<file path="src/rtl/aes_stager_pkg.sv">
// rtl/aes_stager_pkg.sv - register map, bit indices, FSM encoding and defaults for the AES block stager
package aes_stager_pkg;

   // Register offsets (adr[7:0])
   localparam logic [7:0] OFF_KEY_BASE  = 8'h00;
   localparam logic [7:0] OFF_DATA_BASE = 8'h10;
   localparam logic [7:0] OFF_CTRL      = 8'h20;
   localparam logic [7:0] OFF_STATUS    = 8'h24;
   localparam logic [7:0] OFF_RES_BASE  = 8'h30;
   localparam logic [7:0] OFF_RES3      = 8'h3C;

   // CTRL bit indices
   localparam int CTRL_START   = 0;
   localparam int CTRL_DECRYPT = 1;
   localparam int CTRL_IRQEN   = 2;

   // STATUS bit indices
   localparam int STAT_BUSY = 0;
   localparam int STAT_DONE = 1;
   localparam int STAT_OVR  = 2;
   localparam int STAT_ERR  = 3;

   // Defaults
   localparam logic [31:0] DEF_BASE_ADR = 32'h3000_0000;
   localparam logic [15:0] DEF_TIMEOUT  = 16'd1023;

   typedef enum logic [1:0] {
      ST_IDLE  = 2'd0,
      ST_ISSUE = 2'd1,
      ST_WAIT  = 2'd2
   } stager_state_t;

endpackage

</file>
<file path="src/rtl/aes_wb_block_stager_if.sv">
// rtl/aes_wb_block_stager_if.sv - Wishbone slave bus plus AES core handshake bundle
interface aes_wb_block_stager_if;
   logic         wbs_cyc_i;
   logic         wbs_stb_i;
   logic         wbs_we_i;
   logic [3:0]   wbs_sel_i;
   logic [31:0]  wbs_adr_i;
   logic [31:0]  wbs_dat_i;
   logic         wbs_ack_o;
   logic [31:0]  wbs_dat_o;
   logic         blk_valid_o;
   logic         blk_ready_i;
   logic [127:0] blk_data_o;
   logic [127:0] key_o;
   logic         decrypt_o;
   logic         res_valid_i;
   logic [127:0] res_data_i;
   logic         irq_o;

   // The stager itself
   modport slave (
      input  wbs_cyc_i, wbs_stb_i, wbs_we_i, wbs_sel_i, wbs_adr_i, wbs_dat_i,
      input  blk_ready_i, res_valid_i, res_data_i,
      output wbs_ack_o, wbs_dat_o, blk_valid_o, blk_data_o, key_o, decrypt_o, irq_o
   );

   // The SoC bus master together with the AES core
   modport master (
      output wbs_cyc_i, wbs_stb_i, wbs_we_i, wbs_sel_i, wbs_adr_i, wbs_dat_i,
      output blk_ready_i, res_valid_i, res_data_i,
      input  wbs_ack_o, wbs_dat_o, blk_valid_o, blk_data_o, key_o, decrypt_o, irq_o
   );
endinterface

</file>
<file path="src/rtl/aes_stager_wordbank.sv">
// rtl/aes_stager_wordbank.sv - 4x32 register bank with per-byte write enable and write lock
module aes_stager_wordbank (
   input  logic         clk,
   input  logic         rst,
   input  logic         we,
   input  logic         lock,
   input  logic [1:0]   idx,
   input  logic [3:0]   sel,
   input  logic [31:0]  wdata,
   output logic [127:0] q
);

   // Byte-granular word update; lock drops writes while the block is in flight
   always_ff @(posedge clk) begin
      if (rst) begin
         q <= '0;
      end else if (we && !lock) begin
         for (int b = 0; b < 4; b++) begin
            if (sel[b]) begin
               q[32*int'(idx) + 8*b +: 8] <= wdata[8*b +: 8];
            end
         end
      end
   end

endmodule

</file>
<file path="src/rtl/aes_wb_block_stager.sv">
// rtl/aes_wb_block_stager.sv - Wishbone key/data stager for an AES core; optional irq via AES_STAGER_IRQ_EN
module aes_wb_block_stager
   import aes_stager_pkg::*;
#(
   parameter logic [31:0] BASE_ADR = DEF_BASE_ADR,
   parameter logic [15:0] TIMEOUT  = DEF_TIMEOUT
) (
   input  logic                   wb_clk_i,
   input  logic                   wb_rst_i,
   aes_wb_block_stager_if.slave   bus
);

   stager_state_t state, state_nxt;

   logic         ack_q;
   logic [31:0]  dat_q;
   logic [31:0]  rdata;
   logic [127:0] key_q;
   logic [127:0] data_q;
   logic [127:0] res_q;
   logic [15:0]  wait_cnt;
   logic         done_q, ovr_q, err_q, decrypt_q;
   logic         irqen;
   logic         blk_valid;

   // A new request is only taken when no ack is outstanding, which spaces acks at least 2 cycles apart
   logic       wb_hit, wb_req, wb_wr, wb_rd, busy;
   logic [7:0] off;
   logic       key_we, data_we, ctrl_wr, start_wr, res3_rd, res_take, tmo;

   assign wb_hit   = (bus.wbs_adr_i[31:8] == BASE_ADR[31:8]);
   assign wb_req   = bus.wbs_cyc_i && bus.wbs_stb_i && !ack_q && wb_hit;
   assign wb_wr    = wb_req && bus.wbs_we_i;
   assign wb_rd    = wb_req && !bus.wbs_we_i;
   assign off      = bus.wbs_adr_i[7:0];
   assign busy     = (state != ST_IDLE);

   assign key_we   = wb_wr && (off[7:4] == OFF_KEY_BASE[7:4])  && (off[1:0] == 2'b00);
   assign data_we  = wb_wr && (off[7:4] == OFF_DATA_BASE[7:4]) && (off[1:0] == 2'b00);
   assign ctrl_wr  = wb_wr && (off == OFF_CTRL) && bus.wbs_sel_i[0];
   assign start_wr = ctrl_wr && bus.wbs_dat_i[CTRL_START];
   assign res3_rd  = wb_rd && (off == OFF_RES3);

   // A result arriving on the last wait cycle beats the timeout
   assign res_take = (state == ST_WAIT) && bus.res_valid_i;
   assign tmo      = (state == ST_WAIT) && !bus.res_valid_i && (wait_cnt == TIMEOUT - 16'd1);

   aes_stager_wordbank u_key_bank (
      .clk   (wb_clk_i),
      .rst   (wb_rst_i),
      .we    (key_we),
      .lock  (busy),
      .idx   (off[3:2]),
      .sel   (bus.wbs_sel_i),
      .wdata (bus.wbs_dat_i),
      .q     (key_q)
   );

   aes_stager_wordbank u_data_bank (
      .clk   (wb_clk_i),
      .rst   (wb_rst_i),
      .we    (data_we),
      .lock  (busy),
      .idx   (off[3:2]),
      .sel   (bus.wbs_sel_i),
      .wdata (bus.wbs_dat_i),
      .q     (data_q)
   );

   // FSM state register
   always_ff @(posedge wb_clk_i) begin
      if (wb_rst_i) state <= ST_IDLE;
      else          state <= state_nxt;
   end

   // FSM next state and block-valid output
   always_comb begin
      state_nxt = state;
      blk_valid = 1'b0;
      case (state)
         ST_IDLE:  if (start_wr) state_nxt = ST_ISSUE;
         ST_ISSUE: begin
            blk_valid = 1'b1;
            if (bus.blk_ready_i) state_nxt = ST_WAIT;
         end
         ST_WAIT:  if (res_take || tmo) state_nxt = ST_IDLE;
         default:  state_nxt = ST_IDLE;
      endcase
   end

   // Result-wait cycle counter, restarted every time WAIT is entered
   always_ff @(posedge wb_clk_i) begin
      if (wb_rst_i || state != ST_WAIT) wait_cnt <= '0;
      else                              wait_cnt <= wait_cnt + 16'd1;
   end

   // Status flags, DECRYPT control and result capture
   always_ff @(posedge wb_clk_i) begin
      if (wb_rst_i) begin
         done_q    <= 1'b0;
         ovr_q     <= 1'b0;
         err_q     <= 1'b0;
         decrypt_q <= 1'b0;
         res_q     <= '0;
      end else begin
         if (start_wr) begin
            if (busy) begin
               ovr_q <= 1'b1;
            end else begin
               done_q <= 1'b0;
               err_q  <= 1'b0;
               ovr_q  <= 1'b0;
            end
         end
         if (ctrl_wr && !busy) decrypt_q <= bus.wbs_dat_i[CTRL_DECRYPT];
         if (res3_rd) done_q <= 1'b0;
         if (res_take) begin
            done_q <= 1'b1;
            res_q  <= bus.res_data_i;
         end
         if (tmo) err_q <= 1'b1;
      end
   end

`ifdef AES_STAGER_IRQ_EN
   // Interrupt mask bit, writable at any time
   always_ff @(posedge wb_clk_i) begin
      if (wb_rst_i)     irqen <= 1'b0;
      else if (ctrl_wr) irqen <= bus.wbs_dat_i[CTRL_IRQEN];
   end
   assign bus.irq_o = irqen && (done_q || err_q);
`else
   assign irqen     = 1'b0;
   assign bus.irq_o = 1'b0;
`endif

   // Read data mux; anything not decoded reads zero
   always_comb begin
      rdata = '0;
      if (off[1:0] == 2'b00) begin
         case (off[7:4])
            OFF_KEY_BASE[7:4]:  rdata = key_q[32*int'(off[3:2]) +: 32];
            OFF_DATA_BASE[7:4]: rdata = data_q[32*int'(off[3:2]) +: 32];
            OFF_CTRL[7:4]: begin
               if (off == OFF_CTRL) begin
                  rdata[CTRL_DECRYPT] = decrypt_q;
                  rdata[CTRL_IRQEN]   = irqen;
               end else if (off == OFF_STATUS) begin
                  rdata[STAT_BUSY] = busy;
                  rdata[STAT_DONE] = done_q;
                  rdata[STAT_OVR]  = ovr_q;
                  rdata[STAT_ERR]  = err_q;
               end
            end
            OFF_RES_BASE[7:4]:  rdata = res_q[32*int'(off[3:2]) +: 32];
            default:            rdata = '0;
         endcase
      end
   end

   // Registered ack pulse and read data
   always_ff @(posedge wb_clk_i) begin
      if (wb_rst_i) begin
         ack_q <= 1'b0;
         dat_q <= '0;
      end else begin
         ack_q <= wb_req;
         dat_q <= wb_rd ? rdata : 32'h0;
      end
   end

   assign bus.wbs_ack_o   = ack_q;
   assign bus.wbs_dat_o   = dat_q;
   assign bus.blk_valid_o = blk_valid;
   assign bus.key_o       = key_q;
   assign bus.blk_data_o  = data_q;
   assign bus.decrypt_o   = decrypt_q;

endmodule

</file>
<file path="src/flat_wrapper.sv">
// flat-port wrapper written by rule: the top's interface ports become plain ports
module aes_wb_block_stager_flat import aes_stager_pkg::*;
#(
   parameter logic [31:0] BASE_ADR = DEF_BASE_ADR,
   parameter logic [15:0] TIMEOUT  = DEF_TIMEOUT
)
  (wb_clk_i, wb_rst_i, bus_wbs_cyc_i, bus_wbs_stb_i, bus_wbs_we_i, bus_wbs_sel_i, bus_wbs_adr_i, bus_wbs_dat_i, bus_blk_ready_i, bus_res_valid_i, bus_res_data_i, bus_wbs_ack_o, bus_wbs_dat_o, bus_blk_valid_o, bus_blk_data_o, bus_key_o, bus_decrypt_o, bus_irq_o);
  aes_wb_block_stager_if bus_i ();
  input  logic wb_clk_i;
  input  logic wb_rst_i;
  input wire logic [$bits(bus_i.wbs_cyc_i)-1:0] bus_wbs_cyc_i;
  input wire logic [$bits(bus_i.wbs_stb_i)-1:0] bus_wbs_stb_i;
  input wire logic [$bits(bus_i.wbs_we_i)-1:0] bus_wbs_we_i;
  input wire logic [$bits(bus_i.wbs_sel_i)-1:0] bus_wbs_sel_i;
  input wire logic [$bits(bus_i.wbs_adr_i)-1:0] bus_wbs_adr_i;
  input wire logic [$bits(bus_i.wbs_dat_i)-1:0] bus_wbs_dat_i;
  input wire logic [$bits(bus_i.blk_ready_i)-1:0] bus_blk_ready_i;
  input wire logic [$bits(bus_i.res_valid_i)-1:0] bus_res_valid_i;
  input wire logic [$bits(bus_i.res_data_i)-1:0] bus_res_data_i;
  output wire logic [$bits(bus_i.wbs_ack_o)-1:0] bus_wbs_ack_o;
  output wire logic [$bits(bus_i.wbs_dat_o)-1:0] bus_wbs_dat_o;
  output wire logic [$bits(bus_i.blk_valid_o)-1:0] bus_blk_valid_o;
  output wire logic [$bits(bus_i.blk_data_o)-1:0] bus_blk_data_o;
  output wire logic [$bits(bus_i.key_o)-1:0] bus_key_o;
  output wire logic [$bits(bus_i.decrypt_o)-1:0] bus_decrypt_o;
  output wire logic [$bits(bus_i.irq_o)-1:0] bus_irq_o;
  assign bus_i.wbs_cyc_i = bus_wbs_cyc_i;
  assign bus_i.wbs_stb_i = bus_wbs_stb_i;
  assign bus_i.wbs_we_i = bus_wbs_we_i;
  assign bus_i.wbs_sel_i = bus_wbs_sel_i;
  assign bus_i.wbs_adr_i = bus_wbs_adr_i;
  assign bus_i.wbs_dat_i = bus_wbs_dat_i;
  assign bus_i.blk_ready_i = bus_blk_ready_i;
  assign bus_i.res_valid_i = bus_res_valid_i;
  assign bus_i.res_data_i = bus_res_data_i;
  assign bus_wbs_ack_o = bus_i.wbs_ack_o;
  assign bus_wbs_dat_o = bus_i.wbs_dat_o;
  assign bus_blk_valid_o = bus_i.blk_valid_o;
  assign bus_blk_data_o = bus_i.blk_data_o;
  assign bus_key_o = bus_i.key_o;
  assign bus_decrypt_o = bus_i.decrypt_o;
  assign bus_irq_o = bus_i.irq_o;
  aes_wb_block_stager #(.BASE_ADR(BASE_ADR), .TIMEOUT(TIMEOUT)) u_core (.wb_clk_i(wb_clk_i), .wb_rst_i(wb_rst_i), .bus(bus_i));
endmodule
</file>
<file path="config.mk">
export PLATFORM = sky130hd
export DESIGN_NAME = aes_wb_block_stager_flat
export DESIGN_NICKNAME = d
export VERILOG_FILES = /design/src/rtl/aes_stager_pkg.sv /design/src/rtl/aes_wb_block_stager_if.sv /design/src/rtl/aes_stager_wordbank.sv /design/src/rtl/aes_wb_block_stager.sv /design/src/flat_wrapper.sv
export SDC_FILE = /design/constraint.sdc
export NUM_CORES = 1
export LEC_CHECK = 0
export CAP_MARGIN = 20
export CORE_MARGIN = 2
export CORE_UTILIZATION = 50
export CTS_BUF_LIST = sky130_fd_sc_hd__clkbuf_2
export CTS_CLUSTER_DIAMETER = 150
export CTS_CLUSTER_SIZE = 25
export DETAILED_ROUTE_END_ITERATION = 16
export GPL_TIMING_DRIVEN = 0
export HOLD_SLACK_MARGIN = 0.08
export PLACE_DENSITY_LB_ADDON = 0.08
export SETUP_SLACK_MARGIN = 0.2
export SYNTH_ARGS = -nofsm -noshare
export SYNTH_HDL_FRONTEND = slang
export SYNTH_SLANG_ARGS = --single-unit
</file>
<file path="constraint.sdc">
create_clock -name wb_clk_i -period 3.25 [get_ports wb_clk_i]
set_input_delay 0.325 -clock wb_clk_i [delete_from_list [all_inputs] [get_ports wb_clk_i]]
set_output_delay 0.325 -clock wb_clk_i [all_outputs]
set_load 0.01 [all_outputs]
</file>
### After elaboration in Yosys (flattened, before gate mapping)

Index checks and enable logic that the tools add are counted.

| operators by class | value |
|---|---|
| $add $sub $neg | 8 |
| multiply operators | 0 |
| div/mod/pow operators | 0 |
| $lt $le $gt $ge | 0 |
| eq/ne operators | 16 |
| shift operators | 11 |
| multiplexer cells | 45 |
| bitwise logic cells | 2 |
| reductions and logical operators | 35 |

Operators with widths:

| cell | count |
|---|---|
| 128-bit two-way mux | 20 |
| 128-bit bitwise mux | 8 |
| 8-bit by 33-bit variable shift with 128-bit output, first input constant | 4 |
| 8-bit by 33-bit indexed part select with 128-bit output | 4 |
| 128-bit by 8-bit indexed part select with 32-bit output | 3 |
| 8-bit negation with 33-bit output | 3 |
| 28-bit case mux with 3 select lines | 1 |
| 7-bit negation with 33-bit output | 1 |
| 24-bit by 22-bit == test with 1-bit output, second input constant | 1 |
| 8-bit by 6-bit == test with 1-bit output, second input constant | 3 |
| 1-bit logical AND | 19 |
| 16-bit by 1-bit adder with 16-bit output, second input constant | 1 |
| 7-bit by 5-bit adder with 8-bit output, second input constant | 2 |
| 16-bit by 10-bit == test with 1-bit output, second input constant | 1 |
| 4-bit case mux with 4 select lines | 1 |
| 1-bit two-way mux | 9 |
| 7-bit by 4-bit adder with 8-bit output, second input constant | 1 |
| 4-bit by 2-bit == test with 1-bit output, second input constant | 2 |
| 2-bit two-way mux | 4 |
| 2-bit != test, second input constant | 3 |
| 2-bit case mux with 3 select lines | 1 |
| 4-bit by 1-bit == test with 1-bit output, second input constant | 1 |
| 1-bit logical NOT | 4 |
| 2-bit logical NOT | 2 |
| other kinds (13) | 18 |

| word-level totals | value |
|---|---|
| register bits after elaboration | 439 |
| latch bits | 0 |
| bits in writable memories | 0 |
| memory bits (read-only) | 0 |
| bits of input ports | 203 |
| output and inout port bits | 292 |
| word-level logic and storage cells | 128 |
| memories | 0 |

### Longest topological paths before layout

| logic depth | value |
|---|---|
| depth after elaboration | 19 |
| depth in mapped cells | 11 |
| mapped depth without buffers | 7 |

### Cells and area by module

From an unflattened synthesis, not the netlist that was laid out.

| unflattened totals | value |
|---|---|
| cell total of the unflattened synthesis | 2119 |
| area total of the unflattened synthesis | 19397.4 µm² |

Modules (own cells, without submodules):

| module | instances | cells each | area an instance (µm²) | sequential area each (µm²) |
|---|---|---|---|---|
| aes_wb_block_stager | 1 | 962 | 9217.6 | 3663.5 |
| aes_stager_wordbank (u_core.u_key_bank) | 1 | 570 | 5109.9 | 2562.5 |
| aes_stager_wordbank (u_core.u_data_bank) | 1 | 587 | 5069.9 | 2562.5 |

### Worst setup path before layout

No wires, ideal clock.

| timing | value |
|---|---|
| path kind | input -> register |
| from | input bus_wbs_adr_i[2] |
| to | register u_core.u_data_bank.q[0] |
| setup time | 75 ps |
| arrival time | 2305 ps |
| data required time | 3175 ps |
| slack | 870 ps |
| stages | 9 |
| path buffers | 4 |
| path through | buf_6 -> buf_4 -> buf_6 -> inv_1 -> ha_1 -> clkbuf_1 -> nor4b_1 -> nand2_1 -> o21ai_0 |

| between the ends | value |
|---|---|
| longest elaborated chain between the ends | 16 |
| elaborated cells on any way between the ends | 29 |
| those cells by class | 7 x add/sub; 8 x shift; 14 x mux |

Ends and longest elaborated chain:

| item | line | text |
|---|---|---|
| start, declared | flat_wrapper.sv:15 | `input wire logic [$bits(bus_i.wbs_adr_i)-1:0] bus_wbs_adr_i;` |
| parallel branches: the longest is 15 deep, another holds 8-bit negation with 33-bit output | -- |  |
| 128-bit two-way mux * | aes_stager_wordbank.sv:19 | `if (sel[b]) begin` |
| end signal, assigned by index | aes_stager_wordbank.sv:20 | `q[32*int'(idx) + 8*b +: 8] <= wdata[8*b +: 8];` |
| end, declared | aes_stager_wordbank.sv:10 | `output logic [127:0] q` |

Mark *: on every way between the ends. The select of a mux whose other input is x is not followed.
A chain may end at the register's enable or synchronous reset.

### Worst setup path in the final report

| timing | value |
|---|---|
| from | input bus_wbs_adr_i[2] |
| to | register u_core.u_key_bank.q[9] |

| between the ends | value |
|---|---|
| longest elaborated chain between the ends | 16 |
| elaborated cells on any way between the ends | 29 |
| those cells by class | 7 x add/sub; 8 x shift; 14 x mux |

Ends and longest elaborated chain:

| item | line |
|---|---|
| parallel branches: the longest is 15 deep, another holds 8-bit negation with 33-bit output | -- |
| 128-bit two-way mux * | aes_stager_wordbank.sv:19 |
| end signal, assigned by index | aes_stager_wordbank.sv:20 |
| end, declared | aes_stager_wordbank.sv:10 |

Marks and branches as above.

==> metrics.md <==
| Metric | Value |
|---|---|
| CTS max path bufs | 3 |
| Post-synthesis sequential area ratio | 46.3% |
| Post-synth top area share | 46.3% |
| CTS tree | done |
| RSZ-0062 raised after global routing | false |
| FP Rows | 71 |
| Antenna Nets Post-Route | 0 |
| Vias in the first global route | 19400 |
| Multi-input logic area | 9520 µm² |
| FMAX | 349 MHz |
| GRT Util Overall | 40.9% |
| H-tree Lvls | 1 |
| Post-Place Cell Area | 24500 µm² |
| Total congestion overflow | 0 |
| Reg clk slew, reported paths | 520 ps |
| Post-Synthesis Cells | 1968 |
| Critical-path maximum fanout | 10 |
| Pwr dens | 311 nW/µm² |
| Power, Total | 8220 µW |
| Area Overhead vs Synth | 39.3% |
| Dominant cell type by area after synthesis | dfxtp_1 |
| Worst Setup Path Type | input port to flop |
| Distinct cells, synth | 56 |
| Starting Density | 50.6% |
| Core Area | 37500 µm² |
| Final Hold Violating Endpoints | 0 |
| Status | finished clean |
| Routed wire length | 82700 µm |
| Top cells by count, synth | dfxtp_1, nand2_1, nand3b_1, a21oi_1, o21ai_0 |
| Slew margin rel. | 17.8% |
| WL/cell | 26.1 µm |
| Top-count cell post-synth | dfxtp_1 |
| Maximum vdd drop | 0.218 mV |
| YS warnings | 0 |
| TritonCTS Sinks | 439 |
| Via-to-Cell Ratio | 6.22 |
| Final Setup Violations | 0 |
| Number of flops mapped to enable cells by yosys | 0 |
| CP endpoint kind | flop |
| Number of remaining DRC errors | 0 |
| Yosys reg bits | 439 |
| IO buf count | 488 |
| Ys flop type | dfxtp_1 |
| Later-pin clock latency in the skew report | 1080 ps |
| Register area | 8790 µm² |
| Max-cap viol count | 0 |
| 1st-iter DRT viols | 2203 |
| Root Driver | clkbuf_2 |
| Slew @ Worst Pin | 1230 ps |
| Largest net degree at the start of global routing | 26 |
| Via count | 19800 |
| Clk_skew | 166 ps |
| Startpoint Class | input port |
| Req. time, crit path | 4210 ps |
| Asr flop ratio synth | 0% |
| Fin nets | 2866 |
| Design area | 26400 µm² |
| IO Pins | 495 |
| First-pass GRT wire length | 120000 µm |
| P_leak | 0.00849 µW |
| WHS Path Cells | 5 |
| Period utilization | 88.3% |
| GP Congestion | 0.953 |
| Synth area leaders | dfxtp_1, mux4_2, nand2_1 |
| Post-Syn Area per Cell | 9.64 µm² |
| CTS buffer count | 21 |
| Setup TNS | 0 ps |
| Synthesized area | 19000 µm² |
| HPWL after detailed placement | 60300 µm |
| Antenna violations before repair | 10 |
| Crit path DAT | 3820 ps |
| Fin. max-slew vios | 0 |
| Die H | 199 µm |
| Syn nets | 2179 |
| Die X | 199 µm |
| Layout cells sized above 1 | 7.65% |
| R2R depth | 8 |
| Hold Crit Class | input port to flop |
| Total iterations of the first detailed-routing run | 6 |
| Tmin final | 2870 ps |
| Filler cells | 2862 |
| Die Area | 39500 µm² |
| Hold Slack | 170 ps |
-- metal layers --
layer / wire length (µm) / up-vias / GRT usage (%) / share of wire, %
met2: 39200 / 1495 / 68.2 / 47
li1: - / 8498 / - / -
met3: 10000 / 292 / 10.0 / 12
met1: 29300 / 9461 / 49.3 / 35
met5: 23 / - / 0 / 0.028
met4: 4220 / 4 / 20.1 / 5.1
-- worst paths after layout --
| path | start | to | slack (ps) |
|---|---|---|---|
| max reg2reg | u_core.bus.wbs_ack_o | u_core.u_data_bank.q[46] | 410 |
| max | bus_wbs_adr_i[2] | u_core.u_key_bank.q[9] | 380 |
| min reg2reg | u_core.res_q[54] | u_core.res_q[54] | 470 |
| min | bus_wbs_sel_i[1] | u_core.u_data_bank.q[79] | 170 |
-- final cells by class --
class / instances / area share [%]
diodes: 10 / 0.0947
plain buffers: 146 / 2.47
clock buffers: 21 / 0.398
clock inverters: 2 / 0.0758
inverters: 11 / 0.156
multi-input cells: 1372 / 36.0
flip-flops and latches: 439 / 33.3
well taps: 511 / 2.42
repair buffers: 664 / 25.1
-- layout by cell type (no fill, tap or decap), types with 34 or more instances in the layout --
| cell type | count |
|---|---|
| clkdlybuf4s50_1 | 488 |
| dfxtp_1 | 439 |
| nand2_1 | 419 |
| nand3b_1 | 192 |
| dlygate4sd3_1 | 169 |
| a21oi_1 | 162 |
| o21ai_0 | 159 |
| clkbuf_1 | 96 |
| mux4_2 | 96 |
| a32o_1 | 44 |
| o21ai_1 | 42 |
| a22oi_1 | 35 |
| nor2_1 | 34 |
-- report_power, final --
group | internal [µW] | leakage, µW | switching (µW)
sequential | 5440 | 0.00353 | 0.000000329
combinational | 482 | 0.00486 | 459
clock | 180 | 0.0000984 | 1660
total | 6100 | 0.00849 | 2120
-- cell families (layout without fill, tap and decap cells) --
| group | count (synthesis) | in the layout | synth area share [%] |
|---|---|---|---|
| simple gates | 777 | 777 | 22.0 |
| compound gates | 477 | 477 | 15.4 |
| flops | 439 | 439 | 46.3 |
| buf+inv | 157 | 844 | 3.65 |
| mux | 97 | 97 | 11.5 |
| xor+xnor | 12 | 12 | 0.554 |
| fa+ha+maj | 8 | 8 | 0.528 |
| other cells | 1 | 11 | 0.0198 |
-- sequential cells by signal, indices dropped and copies added, names as in the netlist --
register / count
u_core.bus.wbs_ack_o: 1
u_core.u_data_bank.q: 128
u_core.bus.decrypt_o: 1
u_core.err_q: 1
u_core.res_q: 128
u_core.bus.wbs_dat_o: 32
u_core.ovr_q: 1
u_core.wait_cnt: 16
u_core.done_q: 1
u_core.state: 2
u_core.u_key_bank.q: 128
-- repair_timing --
item                                    4_1_cts  5_1_grt
resized for setup                             1        2
pin swaps                                     1        0
hold endpoints to repair                    396        0
endpoints found under the setup margin      144        6
hold buffers                                169        0
setup buffers                                 3        0
-- worst max-delay path: stages --
cell,delay (ps)
clkdlybuf4s50_1,550
buf_6,220
buf_4,220
buf_6,200
inv_1,150
ha_1,180
clkbuf_1,490
buf_1,650
nand2_1,500
o21ai_0,330
-- through the flow --
step                instances  utilization (%)  worst slack [ps]
floorplan                1968                -               870
global placement         2967             65.3             -1010
detailed placement       2970             65.4              -777
CTS                      3165             70.3               291
global route             3172             70.4               335
finish                   3176             70.5               381
Power figures use the tool's default switching activity.
